### src/rtl/hazard3_fetch_lsu_arbiter_pkg.sv
// Shared encodings for the fetch/LSU single-port AHB-Lite arbiter: data-phase
// owner, HTRANS values and HPROT bit positions.
package hazard3_fetch_lsu_arbiter_pkg;

  typedef enum logic [1:0] {
    OWNER_NONE = 2'd0,
    OWNER_I    = 2'd1,
    OWNER_D    = 2'd2
  } owner_t;

  localparam logic [1:0] HTRANS_IDLE   = 2'b00;
  localparam logic [1:0] HTRANS_NONSEQ = 2'b10;

  localparam int HPROT_DATA = 0;
  localparam int HPROT_PRIV = 1;

  // Fetch only issues halfword or word transfers.
  function automatic logic [2:0] fetch_hsize(input logic size);
    return size ? 3'd2 : 3'd1;
  endfunction

endpackage

### src/rtl/hazard3_fetch_lsu_arbiter_starve_ctr.sv
// Counts LSU grants taken while fetch is waiting; raises force_i once the
// limit is reached so fetch gets the next address phase.
module hazard3_arb_starve_ctr #(
  parameter int STARVE_LIMIT = 4
) (
  input  logic clk,
  input  logic rst_n,
  input  logic i_vld,
  input  logic i_accept,
  input  logic d_accept,
  output logic force_i
);

  localparam int CW = $clog2(STARVE_LIMIT + 1);
  localparam logic [CW-1:0] LIMIT = CW'(STARVE_LIMIT);

  logic [CW-1:0] starve_cnt;

  always_ff @(posedge clk or negedge rst_n) begin
    if (!rst_n) begin
      starve_cnt <= '0;
    end else if (!i_vld || i_accept) begin
      starve_cnt <= '0;
    end else if (d_accept && starve_cnt != LIMIT) begin
      starve_cnt <= starve_cnt + CW'(1);
    end
  end

  assign force_i = (starve_cnt == LIMIT);

endmodule

### src/rtl/hazard3_fetch_lsu_arbiter.sv
// Shares one AHB-Lite manager port between instruction fetch and the LSU,
// with grant locking across wait states and data-phase response routing.
module hazard3_fetch_lsu_arbiter
  import hazard3_fetch_lsu_arbiter_pkg::*;
#(
  parameter int W_ADDR       = 32,
  parameter int W_DATA       = 32,
  parameter int STARVE_LIMIT = 4
) (
  input  logic              clk,
  input  logic              rst_n,

  input  logic [W_ADDR-1:0] i_addr,
  input  logic              i_size,
  input  logic              i_priv,
  input  logic              i_vld,
  output logic              i_rdy,
  output logic [W_DATA-1:0] i_rdata,
  output logic              i_err,
  output logic              i_rvld,

  input  logic [W_ADDR-1:0] d_addr,
  input  logic [1:0]        d_size,
  input  logic              d_write,
  input  logic              d_priv,
  input  logic [W_DATA-1:0] d_wdata,
  input  logic              d_vld,
  output logic              d_rdy,
  output logic [W_DATA-1:0] d_rdata,
  output logic              d_err,
  output logic              d_rvld,

  output logic [W_ADDR-1:0] haddr,
  output logic [1:0]        htrans,
  output logic              hwrite,
  output logic [2:0]        hsize,
  output logic [3:0]        hprot,
  output logic [W_DATA-1:0] hwdata,
  input  logic              hready,
  input  logic              hresp,
  input  logic [W_DATA-1:0] hrdata
);

  owner_t grant_sel;
  owner_t lock_sel;
  owner_t dph_owner;
  logic   aph_lock;
  logic   force_i;
  logic   err_first;
  logic   grant_i;
  logic   grant_d;

  hazard3_arb_starve_ctr #(
    .STARVE_LIMIT (STARVE_LIMIT)
  ) u_starve_ctr (
    .clk      (clk),
    .rst_n    (rst_n),
    .i_vld    (i_vld),
    .i_accept (i_rdy),
    .d_accept (d_rdy),
    .force_i  (force_i)
  );

  always_comb begin
    grant_sel = OWNER_NONE;
    if (aph_lock)              grant_sel = lock_sel;
    else if (i_vld && force_i) grant_sel = OWNER_I;
    else if (d_vld)            grant_sel = OWNER_D;
    else if (i_vld)            grant_sel = OWNER_I;
  end

  // First cycle of a two-cycle error response cancels any pending address phase.
  assign err_first = hresp & ~hready;
  assign grant_i   = (grant_sel == OWNER_I) & ~err_first;
  assign grant_d   = (grant_sel == OWNER_D) & ~err_first;
  assign i_rdy     = hready & grant_i;
  assign d_rdy     = hready & grant_d;

  always_comb begin
    htrans = HTRANS_IDLE;
    haddr  = '0;
    hwrite = 1'b0;
    hsize  = 3'd0;
    hprot  = 4'd0;
    if (grant_i) begin
      htrans            = HTRANS_NONSEQ;
      haddr             = i_addr;
      hsize             = fetch_hsize(i_size);
      hprot[HPROT_PRIV] = i_priv;
    end else if (grant_d) begin
      htrans            = HTRANS_NONSEQ;
      haddr             = d_addr;
      hwrite            = d_write;
      hsize             = {1'b0, d_size};
      hprot[HPROT_PRIV] = d_priv;
      hprot[HPROT_DATA] = 1'b1;
    end
  end

  always_ff @(posedge clk or negedge rst_n) begin
    if (!rst_n) begin
      aph_lock <= 1'b0;
      lock_sel <= OWNER_NONE;
    end else if (err_first || hready) begin
      aph_lock <= 1'b0;
    end else if (grant_i || grant_d) begin
      aph_lock <= 1'b1;
      lock_sel <= grant_sel;
    end
  end

  // ---- address phase -> data phase boundary ----
  always_ff @(posedge clk or negedge rst_n) begin
    if (!rst_n) begin
      dph_owner <= OWNER_NONE;
    end else if (hready) begin
      dph_owner <= i_rdy ? OWNER_I : (d_rdy ? OWNER_D : OWNER_NONE);
    end
  end

  always_ff @(posedge clk or negedge rst_n) begin
    if (!rst_n) begin
      hwdata <= '0;
    end else if (d_rdy && d_write) begin
      hwdata <= d_wdata;
    end
  end

  assign i_rvld  = hready & (dph_owner == OWNER_I);
  assign d_rvld  = hready & (dph_owner == OWNER_D);
  assign i_rdata = (dph_owner == OWNER_I) ? hrdata : '0;
  assign d_rdata = (dph_owner == OWNER_D) ? hrdata : '0;
  assign i_err   = i_rvld & hresp;
  assign d_err   = d_rvld & hresp;

endmodule

### config.mk
export PLATFORM = sky130hd
export DESIGN_NAME = hazard3_fetch_lsu_arbiter
export DESIGN_NICKNAME = d
export VERILOG_FILES = /design/src/rtl/hazard3_fetch_lsu_arbiter_pkg.sv /design/src/rtl/hazard3_fetch_lsu_arbiter_starve_ctr.sv /design/src/rtl/hazard3_fetch_lsu_arbiter.sv
export SDC_FILE = /design/constraint.sdc
export NUM_CORES = 1
export LEC_CHECK = 0
export BUFFER_PORTS_ARGS = -buffer_cell sky130_fd_sc_hd__buf_2
export CAP_MARGIN = 25
export CORE_AREA = 2 2 110 112
export DETAILED_ROUTE_END_ITERATION = 16
export DIE_AREA = 0 0 112 114
export HOLD_SLACK_MARGIN = 0.05
export PLACE_DENSITY = 0.63
export SYNTH_ARGS = -nofsm -noshare
export SYNTH_HDL_FRONTEND = slang
export SYNTH_HIERARCHICAL = 1
export SYNTH_SLANG_ARGS = --single-unit
### constraint.sdc
create_clock -name clk -period 2.7 [get_ports clk]
set_input_delay 0.54 -clock clk [delete_from_list [all_inputs] [get_ports clk]]
set_output_delay 0.54 -clock clk [all_outputs]
set_load 0.02 [all_outputs]
# After elaboration in Yosys (flattened, before gate mapping)
# Index checks and enable logic that the tools add are counted.
[word_totals]
romBits = 0
in_bits = 140
ramBits = 0
output_inout_bits = 144
elab_cells = 58
regBits = 40
latchBits = 0
n_memories = 0
[op_classes]
bitwise_logic = 12
div_mod_pow = 0
order_cmp = 0
mul = 0
add_sub_neg = 1
n_mux = 24
n_shift = 0
n_eq_ne = 6
reduce_logical = 10
[op_table]
columns = ["cell", "n"]
rows = [
  ["2-to-1 mux 32 bit", 4],
  ["2-to-1 mux 2 bit", 11],
  ["bitwise AND 1 bit", 9],
  ["2-to-1 mux 1 bit", 7],
  ["2-to-1 mux 3 bit", 2],
  ["equality test 2 x 1 -> 1 bit (second input constant)", 2],
  ["equality test 2 bit (second input constant)", 2],
  ["nonzero test 2 bit", 2],
  ["adder 3 x 1 -> 3 bit (second input constant)", 1],
  ["equality test 3 bit (second input constant)", 1],
  ["logical AND 1 bit", 3],
  ["logical OR 1 bit", 3],
  ["inequality test 3 bit (second input constant)", 1],
  ["inverter 1 bit", 3],
  ["AND reduction 2 bit", 1],
  ["logical NOT 1 bit", 1],
]

# Logic depth before layout (Yosys ltp)
# Gate-level depths: netlist of run 1.
[logic_depth]
word_depth = 10
ltp_mapped = 10
depth_no_buf = 8

# Cells and area by module
# Netlist of run 1, hierarchy kept.
[modules_own_cells]
columns = ["module", "area_each_um2", "seq_area_each_um2", "instances", "cells_per_inst"]
rows = [
  ["hazard3_fetch_lsu_arbiter", 2427.3, 925.9, 1, 261],
  ["hazard3_arb_starve_ctr", 202.7, 75.1, 1, 18],
]

# Worst setup path before layout of run 1
# OpenSTA, ideal clock, no wires.
[synth_timing]
path_kind = "reg-to-output"
startpoint = "register u_starve_ctr.starve_cnt[0]"
endpoint = "output port haddr[15]"
t_arrival_ps = 1898
required_ps = 2160
setup_slack_ps = 262
path_stages_with_launch = 10
n_path_buf = 2
path_cell_list = "dfrtp_1 -> inv_1 -> ha_1 -> and2_1 -> a21bo_2 -> o22ai_2 -> buf_2 -> buf_2 -> a22oi_1 -> nor2_1"
[synth_via]
elab_chain_len = 8
word_cells_on_any_way = 10
classes_between = "eq/ne: 3; mux: 4; bitwise: 2; reduce/logical: 1"
[synth_lines]
columns = ["element", "line_no", "source"]
rows = [
  ["from (decl)", "hazard3_fetch_lsu_arbiter_starve_ctr.sv:17", "logic [CW-1:0] starve_cnt;"],
  ["from (signal assigned)", "hazard3_fetch_lsu_arbiter_starve_ctr.sv:25", "starve_cnt <= starve_cnt + CW'(1);"],
  ["equality test 3 bit (*)", "hazard3_fetch_lsu_arbiter_starve_ctr.sv:29", "assign force_i = (starve_cnt == LIMIT);"],
  ["net force_i", "hazard3_fetch_lsu_arbiter.sv:48", "logic force_i;"],
  ["logical AND 1 bit (*)", "hazard3_fetch_lsu_arbiter.sv:67", "else if (i_vld && force_i) grant_sel = OWNER_I;"],
  ["2-to-1 mux 2 bit (*)", "hazard3_fetch_lsu_arbiter.sv:67", ""],
  ["2-to-1 mux 2 bit (*)", "hazard3_fetch_lsu_arbiter.sv:66", "if (aph_lock) grant_sel = lock_sel;"],
  ["equality test 2 bit", "hazard3_fetch_lsu_arbiter.sv:75", "assign grant_d = (grant_sel == OWNER_D) & ~err_first;"],
  ["bitwise AND 1 bit", "hazard3_fetch_lsu_arbiter.sv:75", ""],
  ["2-to-1 mux 32 bit", "hazard3_fetch_lsu_arbiter.sv:90", "end else if (grant_d) begin"],
  ["2-to-1 mux 32 bit (*)", "hazard3_fetch_lsu_arbiter.sv:85", "if (grant_i) begin"],
  ["to (decl)", "hazard3_fetch_lsu_arbiter.sv:33", "output logic [W_ADDR-1:0] haddr,"],
]
# Mark *: on every way through the listed nets, which the timed path passes. The rest lies on a longest branch.

# Worst setup path after layout of run 1
[layout_timing]
startpoint = "register u_starve_ctr.starve_cnt[0]"
endpoint = "output port haddr[4]"
# Same word-level chain as after synthesis.

==> results of run 1 <==
[worst reg2reg max path, cell delays in order (launching register included)]
cell     delay, ns
dfrtp_1       0.38
inv_1         0.06
ha_2          0.18
and2_4        0.14
a21bo_4       0.21
o22ai_4       0.23
buf_12        0.18
buf_4         0.12
and3_1        0.20
buf_12        0.21
mux2_1        0.37
[final cells by class]
| class | instances | area share [%] |
|---|---|---|
| timing repair buffer | 296 | 37.63 |
| multi-input combinational | 212 | 33.33 |
| sequential | 40 | 21.37 |
| tap | 147 | 3.926 |
| clock buffer | 6 | 2.751 |
| clock inverter | 2 | 0.7479 |
| inverter | 3 | 0.2404 |
[stage by stage]
| stage | area, sq um | setup TNS (ns) |
|---|---|---|
| 2_1_floorplan | 2641 | 0 |
| 3_3_place_gp | 4173 | 0 |
| 3_5_place_dp | 4173 | 0 |
| 4_1_cts | 4379 | -0.6317 |
| 5_1_grt | 4684 | -0.8870 |
| 6_report | 4684 | 0 |
[report_power, final]
| part | internal [mW] | switching [mW] |
|---|---|---|
| combinational | 0.510 | 0.679 |
| clock | 0.434 | 0.211 |
| sequential | 0.731 | 0.0650 |
[cells in the final DEF (no fill, tap or decap), types with 2 or more instances in the layout]
master	count
nand3b_1	3
nand2_1	4
mux2i_1	2
nor2b_1	4
mux2_2	4
a22oi_1	26
inv_1	3
and2_1	69
buf_2	248
mux2_1	30
clkbuf_16	10
buf_4	37
buf_12	4
a22oi_2	9
dfrtp_1	40
o22ai_4	2
nor2_1	38
and3_1	3
conb_1	4
[registers in the layout, indices dropped and copies added, names as in the netlist]
register and flops:
aph_lock 1, dph_owner 2, hwdata 32, lock_sel 2
u_starve_ctr/starve_cnt 3
[routing by layer]
metal	global-route usage (%)	wire length, um
met5	0	0
met4	2.195	64
met3	1.860	661
met2	24.20	5172
met1	15.36	3718
[logic make-up after synthesis]
kind of cell,after synthesis
simple gates,127
compound gates,43
mux,36
other cells,1
fa+ha+maj,2
flops,40
buf+inv,30
[worst min path at each step]
stage | start | endpoint | cells after the start
2_1_floorplan | rst_n | aph_lock | 0
3_3_place_gp | hwdata[19] | hwdata[19] | 1
3_5_place_dp | hwdata[6] | hwdata[6] | 1
4_1_cts | rst_n | hwdata[26] | 1
5_1_grt | rst_n | hwdata[1] | 1
6_report | rst_n | hwdata[1] | 1
[timing repair]
item / in CTS / in global routing
resized for setup: 2 / 44
buffers inserted: 0 / 3
pin swaps: 0 / 6
setup endpoints to repair: 2 / 32
hold endpoints to repair: 0 / 0
gates cloned: 1 / 6
==> flow_metrics.py, run 1 <==
metrics = {
    "routing": {
        "drt_first_iter_violations": 110,
        "ant_nets": 0,
        "routed_wl_um": 9616,
        "dr.pass1.iters": 4,
        "via_count": 3078,
        "wl_per_cell_um": 13.62,
        "drc": 0,
        "viasPerCell": 4.360,
    },
    "global_route": {
        "grt_pass1_vias": 2740,
        "grt_max_degree": 41,
        "grt_pass1_wl_um": 13410,
        "antenna_found_initial": 0,
        "track_usage_pct": 12.70,
        "grt.overflow.total": 0,
    },
    "layout": {
        "nets": 700,
        "fin_util_pct": 40.00,
        "antenna_cells": 0,
        "seqCellArea_sq_um": 1001,
        "n_fill_cell": 1163,
        "layout-drive-gt1-share_pct": 57.78,
        "multiInputGateArea_sq_um": 1562,
        "area_growth_pct": 78.12,
        "finalNonFillerCells": 706,
    },
    "setup_path": {
        "worstPathArrival_ns": 2.15,
        "slowest_stage": "dfrtp_1",
        "end_kind": "output port",
        "cp.required_ns": 2.16,
        "cpLargestDelayFamily": "buffers and inverters",
        "reg2regPathDepth": 10,
        "slowest_delay_ns": 0.38,
        "crit_path_start_kind": "flop",
        "critPathBufInv": 4,
        "crit_type": "flop to output port",
        "worstSetupPathDepth": 10,
        "setup.worst_path.start": "u_starve_ctr/starve_cnt[0]",
        "worstReg2RegEnd": "hwdata[21]",
        "endpoint": "haddr[4]",
        "rrSetupSlack_ns": 0.31,
        "path_max_fanout": 9,
        "worstPathCellList": "inv_1 > ha_2 > and2_4 > a21bo_4 > o22ai_4 > buf_12 > clkbuf_16 > a22oi_1 > nor2_1 > buf_4",
        "timing.rr.start": "u_starve_ctr/starve_cnt[0]",
    },
    "synthesis": {
        "yosysUniqueCellTypes": 31,
        "synth_area_leader_cell": "dfrtp_1",
        "netlist_area_sq_um": 2630,
        "ys_top_cells_by_count": "and2_1 (70), dfrtp_1 (40), nor2_1 (38), a22oi_1 (35), mux2_1 (30)",
        "async_flop_share_pct": 100.0,
        "synth-adder-area-share_pct": 0.9515,
        "syn-mean-instance-area_sq_um": 9.427,
        "synth_compound_area_share_pct": 12.56,
        "ys_top_cells_by_area": "dfrtp_1 (38%), and2_1 (17%), mux2_1 (13%)",
        "synth-main-ff-cell": "dfrtp_1",
        "synth_top_family_by_area": "simple AND/OR/NAND/NOR gates",
        "synth.area.mux_share_pct": 15.32,
        "yosysWarnings": 6,
        "seq_area_frac_synth_pct": 38.06,
        "syn_inst": 279,
        "synth_most_common_cell": "and2_1",
        "synth-simple-area-share_pct": 26.93,
        "ys_ff_latch": 40,
        "synth_edf_count": 0,
        "synth_top_area_share_pct": 38.06,
        "synth-xor-area-share_pct": 0,
    },
    "clocking": {
        "tritoncts": "built",
        "cts_made_buffers": 5,
        "cts_max_level": 2,
        "cts.reportedPaths.clkPinSlew_ns": 0.06,
        "cts_buffer_depth": 2,
        "clock_latency_ns": 0.27,
        "cts.sink_count": 40,
        "clockRootBuffer": "clkbuf_16",
        "postCtsHoldBufs": 0,
    },
    "power_and_ir_drop": {
        "powerDensity_nw_per_um2": 561.5,
        "power_leakage_nw": 2.583,
        "max-vdd-ir-drop_v": 0.0003300,
        "total_power_mw": 2.630,
    },
    "sta": {
        "clock.fmax_mhz": 372.1,
        "final-max-slew-violation-count": 0,
        "holdWs_ns": 0.3923,
        "hold_violations": 0,
        "rsz0062_at_grt": "true",
        "period_needed_ns": 2.688,
        "setup_viol": 0,
        "worst-slew-pin-transition_ns": 0.8861,
        "fin_skew_ns": 0.003770,
        "period_share_pct": 99.55,
        "relSlewSlack_pct": 40.93,
        "worst_slack_ns": 0.01220,
    },
    "flow_run": {
        "maxCapViolCount": 0,
    },
    "floorplan": {
        "die_h_um": 114,
        "rows": 40,
        "io_pins": 284,
        "start_util_pct": 22.46,
        "core_sq_um": 11710,
        "die_area_sq_um": 12770,
        "chipWidth_um": 112,
    },
    "placed_design": {
        "pre_cts_slack_ns": 0.2539,
        "place_hpwl_um": 7099,
        "dp.cells": 688,
        "port-buffer-count": 279,
        "place.gp.congestion": 0.7529,
    },
    "min_path": {
        "hold_path.class": "primary input to asynchronous set/reset pin",
    },
    "status": {
        "status": "complete, no violations",
    },
}
Note: power is estimated with default switching activity, not from simulation.
==> run 2, diff against run 1 <==
--- a/config.mk
+++ b/config.mk
@@ -12,6 +12,7 @@
 export DIE_AREA = 0 0 112 114
 export HOLD_SLACK_MARGIN = 0.05
 export PLACE_DENSITY = 0.63
+export RECOVER_POWER = 100
 export SYNTH_ARGS = -nofsm -noshare
 export SYNTH_HDL_FRONTEND = slang
 export SYNTH_HIERARCHICAL = 1
==> flow_metrics.py, run 2 (synthesis gave the netlist of run 1 again) <==
metrics = {
    "clocking": {
        "cts_made_buffers": 5,
        "tritoncts": "built",
        "cts_buffer_depth": 2,
        "cts.sink_count": 40,
        "cts_max_level": 2,
        "clock_latency_ns": 0.27,
        "cts.reportedPaths.clkPinSlew_ns": 0.06,
        "clockRootBuffer": "clkbuf_16",
    },
    "layout": {
        "largest-register": "hwdata",
        "fin_util_pct": 39.65,
        "largestRegisters": "hwdata x32, u_starve_ctr/starve_cnt x3",
        "area_growth_pct": 76.55,
        "layout-drive-gt1-share_pct": 51.88,
        "finalNonFillerCells": 706,
        "final_cell_mix": "buf_2 (215), and2_1 (69), dfrtp_1 (40)",
        "antenna_cells": 0,
        "largest_reg_flops": 32,
        "final_common_cell": "buf_2",
        "nets": 700,
    },
    "placed_design": {
        "pre_cts_slack_ns": 0.2539,
        "dp.cells": 688,
        "place.gp.congestion": 0.7529,
        "port-buffer-count": 279,
        "place_hpwl_um": 7099,
    },
    "sta": {
        "period_needed_ns": 2.686,
        "worst-slew-pin-transition_ns": 2.117,
        "setup_viol": 0,
        "final-max-slew-violation-count": 41,
        "holdWs_ns": 0.4831,
        "period_share_pct": 99.49,
        "fin_tns_setup_ns": 0,
        "relSlewSlack_pct": -41.14,
        "clock.fmax_mhz": 372.3,
        "rsz0062_at_grt": "true",
        "fin_skew_ns": 0.003770,
        "worst_slack_ns": 0.01387,
        "hold_violations": 0,
    },
    "setup_path": {
        "path_max_fanout": 9,
        "crit_type": "flop to output port",
        "end_kind": "output port",
        "crit_path_start_kind": "flop",
        "cp.required_ns": 2.16,
        "worstPathArrival_ns": 2.15,
    },
    "power_and_ir_drop": {
        "powerDensity_nw_per_um2": 560.1,
        "power_leakage_nw": 2.489,
        "max-vdd-ir-drop_v": 0.0003221,
    },
    "floorplan": {
        "die_area_sq_um": 12770,
        "core_sq_um": 11710,
        "rows": 40,
        "start_util_pct": 22.46,
        "chipWidth_um": 112,
        "io_pins": 284,
        "die_h_um": 114,
    },
    "global_route": {
        "grt.overflow.total": 0,
        "grt_pass1_wl_um": 13410,
        "track_usage_pct": 12.70,
        "grt_pass1_vias": 2740,
        "antenna_found_initial": 0,
        "grt_max_degree": 41,
    },
    "routing": {
        "viasPerCell": 4.350,
        "ant_nets": 0,
        "dr.pass1.iters": 4,
        "drt_first_iter_violations": 106,
        "routed_wl_um": 9622,
        "drc": 0,
        "wl_per_cell_um": 13.63,
        "via_count": 3071,
    },
    "min_path": {
        "hold_path.class": "primary input to flop",
    },
    "status": {
        "violations": "capacitance limit, slew limit",
        "status": "complete, but fails checks",
    },
    "flow_run": {
        "maxCapViolCount": 1,
    },
}
run 2: cell count changes in the layout (fill, tap and decap cells not counted), sizes merged:
cell	change
buf	-33
clkbuf	+33
run 2: what timing repair did:
action / 4_1_cts / 5_1_grt
resized for setup: 2 / 44
pin swaps: 0 / 6
hold buffers: 0 / 0
setup buffers: 0 / 3
endpoints found under the setup margin: 2 / 32
gates cloned: 1 / 6
run 2: cell type report:
type                    count  area (sq um)
repair buffers            296          1722
inverters                   3         11.26
clock inverters             2         35.03
flip-flops and latches     40          1001
clock buffers               6         128.9
multi-input cells         212          1562
fillers                  1187          7068
well taps                 147         183.9
run 2: report_power, final:
part,switching [mW],internal [mW],total (mW)
Combinational,0.679,0.476,1.16
Sequential,0.0692,0.731,0.800
Clock,0.211,0.434,0.645
run 2: per-layer routing:
layer / up-vias / wire (um) / track usage (%)
met1: 1401 / 3662 / 15.36
met4: 0 / 82 / 2.195
met2: 157 / 5173 / 24.20
li1: 1507 / - / -
met5: - / 0 / 0
met3: 6 / 703 / 1.860
run 2: final timing paths:
path / depth (start not counted) / endpoint / from / slack, ns
hold / removal: 2 / hwdata[15] / d_wdata[15] / 0.48
min in group asynchronous: 1 / hwdata[1] / rst_n / 0.88
hold reg to reg: 1 / hwdata[11] / hwdata[11] / 0.49
setup / recovery: 10 / haddr[4] / u_starve_ctr/starve_cnt[0] / 0.01
max in group asynchronous: 1 / hwdata[20] / rst_n / 0.61
setup reg to reg: 10 / hwdata[21] / u_starve_ctr/starve_cnt[0] / 0.31
run 2: metrics by stage:
stage / instance area (sq um) / total power, mW
after global routing: 4643 / 2.756
after CTS: 4379 / 2.567
after floorplan: 2641 / 1.448
final: 4643 / 2.601
after global placement: 4173 / 1.869
after detailed placement: 4173 / 1.888
run 2: critical path, cell delays in order, from the launching register on:
cell       delay [ns]
dfrtp_1          0.38
inv_1            0.06
ha_2             0.18
and2_4           0.14
a21bo_4          0.21
o22ai_4          0.23
buf_12           0.18
clkbuf_16        0.16
a22oi_1          0.06
nor2_1           0.11
buf_4            0.17
==> run 3, diff against run 2 <==
--- a/config.mk
+++ b/config.mk
@@ -8,10 +8,11 @@
 export BUFFER_PORTS_ARGS = -buffer_cell sky130_fd_sc_hd__buf_2
 export CAP_MARGIN = 25
 export CORE_AREA = 2 2 110 112
+export CTS_BUF_LIST = sky130_fd_sc_hd__clkbuf_16
 export DETAILED_ROUTE_END_ITERATION = 16
 export DIE_AREA = 0 0 112 114
 export HOLD_SLACK_MARGIN = 0.05
-export PLACE_DENSITY = 0.63
+export PLACE_DENSITY = 0.53
 export RECOVER_POWER = 100
 export SYNTH_ARGS = -nofsm -noshare
 export SYNTH_HDL_FRONTEND = slang
==> flow_metrics.py, run 3 (synthesis gave the netlist of run 1 again) <==
metrics = {
    "status": {
        "status": "complete, but fails checks",
        "violations": "capacitance limit, slew limit",
    },
    "routing": {
        "dr.pass1.iters": 5,
        "viasPerCell": 4.414,
        "wl_per_cell_um": 14.79,
        "ant_nets": 0,
        "via_count": 3121,
        "routed_wl_um": 10460,
        "drc": 0,
        "drt_first_iter_violations": 148,
    },
    "sta": {
        "period_needed_ns": 2.659,
        "hold_violations": 0,
        "worst-slew-pin-transition_ns": 2.155,
        "relSlewSlack_pct": -43.64,
        "fin_skew_ns": 0.003628,
        "setup_viol": 0,
        "fin_tns_setup_ns": 0,
        "rsz0062_at_grt": "true",
        "period_share_pct": 98.47,
        "final-max-slew-violation-count": 41,
        "clock.fmax_mhz": 376.1,
    },
    "clocking": {
        "clock_latency_ns": 0.28,
        "cts_max_level": 2,
        "cts_made_buffers": 5,
        "cts_buffer_depth": 2,
        "cts.sink_count": 40,
        "cts.reportedPaths.clkPinSlew_ns": 0.06,
        "tritoncts": "built",
        "clockRootBuffer": "clkbuf_16",
    },
    "power_and_ir_drop": {
        "clock_power_share_pct": 22.2,
        "max-vdd-ir-drop_v": 0.0002501,
        "powerDensity_nw_per_um2": 549.9,
        "combPwrFrac_pct": 45.5,
        "seq_power_share_pct": 32.3,
        "sw_frac_of_total_pct": 38.91,
        "p_int_mw": 1.510,
        "total_power_mw": 2.472,
        "power_leakage_nw": 2.459,
        "p_switching_mw": 0.9618,
    },
    "global_route": {
        "antenna_found_initial": 0,
        "track_usage_pct": 14.47,
        "grt_max_degree": 41,
        "met3_usage_pct": 3.188,
        "grt_pass1_vias": 2843,
        "grt_pass1_wl_um": 14750,
        "grt.overflow.total": 0,
        "top_usage_layer": "met2",
        "use_met1_pct": 17.50,
        "use_met2_pct": 26.38,
    },
    "setup_path": {
        "cpLargestDelayFamily": "buffers and inverters",
        "slowest_stage": "dfrtp_1",
        "slowest_delay_ns": 0.38,
        "path_max_fanout": 10,
        "crit_type": "flop to output port",
        "worstPathArrival_ns": 2.12,
        "critPathBufInv": 4,
        "crit_path_start_kind": "flop",
        "cp.required_ns": 2.16,
        "end_kind": "output port",
        "worstPathCellList": "inv_1 > ha_2 > and2_4 > a21bo_4 > o22ai_4 > buf_4 > clkbuf_16 > a22oi_1 > nor2_1 > buf_2",
        "timing.rr.start": "u_starve_ctr/starve_cnt[1]",
        "setup.worst_path.start": "u_starve_ctr/starve_cnt[1]",
    },
    "floorplan": {
        "start_util_pct": 22.46,
        "chipWidth_um": 112,
        "io_pins": 284,
        "rows": 40,
        "die_area_sq_um": 12770,
        "core_sq_um": 11710,
        "die_h_um": 114,
    },
    "layout": {
        "area_growth_pct": 70.93,
        "nets": 701,
        "finalNonFillerCells": 707,
        "largestRegisters": "hwdata x32, u_starve_ctr/starve_cnt x3",
        "antenna_cells": 0,
        "fin_util_pct": 38.39,
        "largest-register": "hwdata",
        "layout-drive-gt1-share_pct": 50.54,
        "final_common_cell": "buf_2",
        "final_cell_mix": "buf_2 (230), and2_1 (68), dfrtp_1 (40)",
        "largest_reg_flops": 32,
    },
    "placed_design": {
        "port-buffer-count": 279,
        "place_hpwl_um": 7867,
        "dp.cells": 689,
        "place.gp.congestion": 0.7402,
    },
    "min_path": {
        "min_from": "d_wdata[10]",
        "hold_path.class": "primary input to flop",
    },
    "flow_run": {
        "maxCapViolCount": 1,
    },
}
run 3: changes by cell type in the layout (fill, tap and decap cells not counted), sizes merged:
cell	change
clkbuf	-2
buf	+2
inv	+2
bufinv	-1
run 3: area by class of cell:
type,instances,area [sq um]
flip-flops and latches,40,1001
multi-input cells,212,1523
fillers,1187,7216
well taps,147,183.9
inverters,3,11.26
clock buffers,5,125.1
clock inverters,3,11.26
repair buffers,297,1640
run 3: metrics by stage:
stage | setup WS, ns | area [sq um] | hold slack [ns]
floorplan | 0.2616 | 2641 | 0.2444
global placement | 0.3149 | 4183 | 0.4609
detailed placement | 0.2536 | 4183 | 0.4708
CTS | -0.002885 | 4374 | 0.4287
global route | -0.06671 | 4496 | 0.4694
finish | 0.04140 | 4496 | 0.4735
run 3: power groups by stage:
stage | registers [mW] | clock network [mW] | logic [mW]
2_1_floorplan | 0.952 | 0 | 0.496
3_3_place_gp | 0.799 | 0 | 1.08
3_5_place_dp | 0.807 | 0 | 1.09
4_1_cts | 0.796 | 0.562 | 1.12
5_1_grt | 0.817 | 0.599 | 1.21
6_report | 0.799 | 0.548 | 1.12
run 3: worst paths after layout:
kind | end | slack (ns) | cells past startpoint
setup / recovery | haddr[12] | 0.04 | 10
hold / removal | hwdata[10] | 0.47 | 2
setup reg to reg | hwdata[31] | 0.28 | 10
hold reg to reg | hwdata[14] | 0.48 | 1
max in group asynchronous | hwdata[16] | 0.57 | 1
min in group asynchronous | hwdata[20] | 0.89 | 1
run 3: metal layers:
layer | share of wire [%] | vias to the layer above
met1 | 39 | 1454
met2 | 53 | 150
met5 | 0 | -
met3 | 6.8 | 8
li1 | - | 1509
met4 | 1.2 | 0
run 3: what timing repair did:
action                     in CTS  in global routing
gates cloned                    1                  3
resized for setup               4                 21
hold buffers                    0                  0
setup endpoints to repair       1                 31
pin swaps                       1                  1
buffers inserted                2                  4
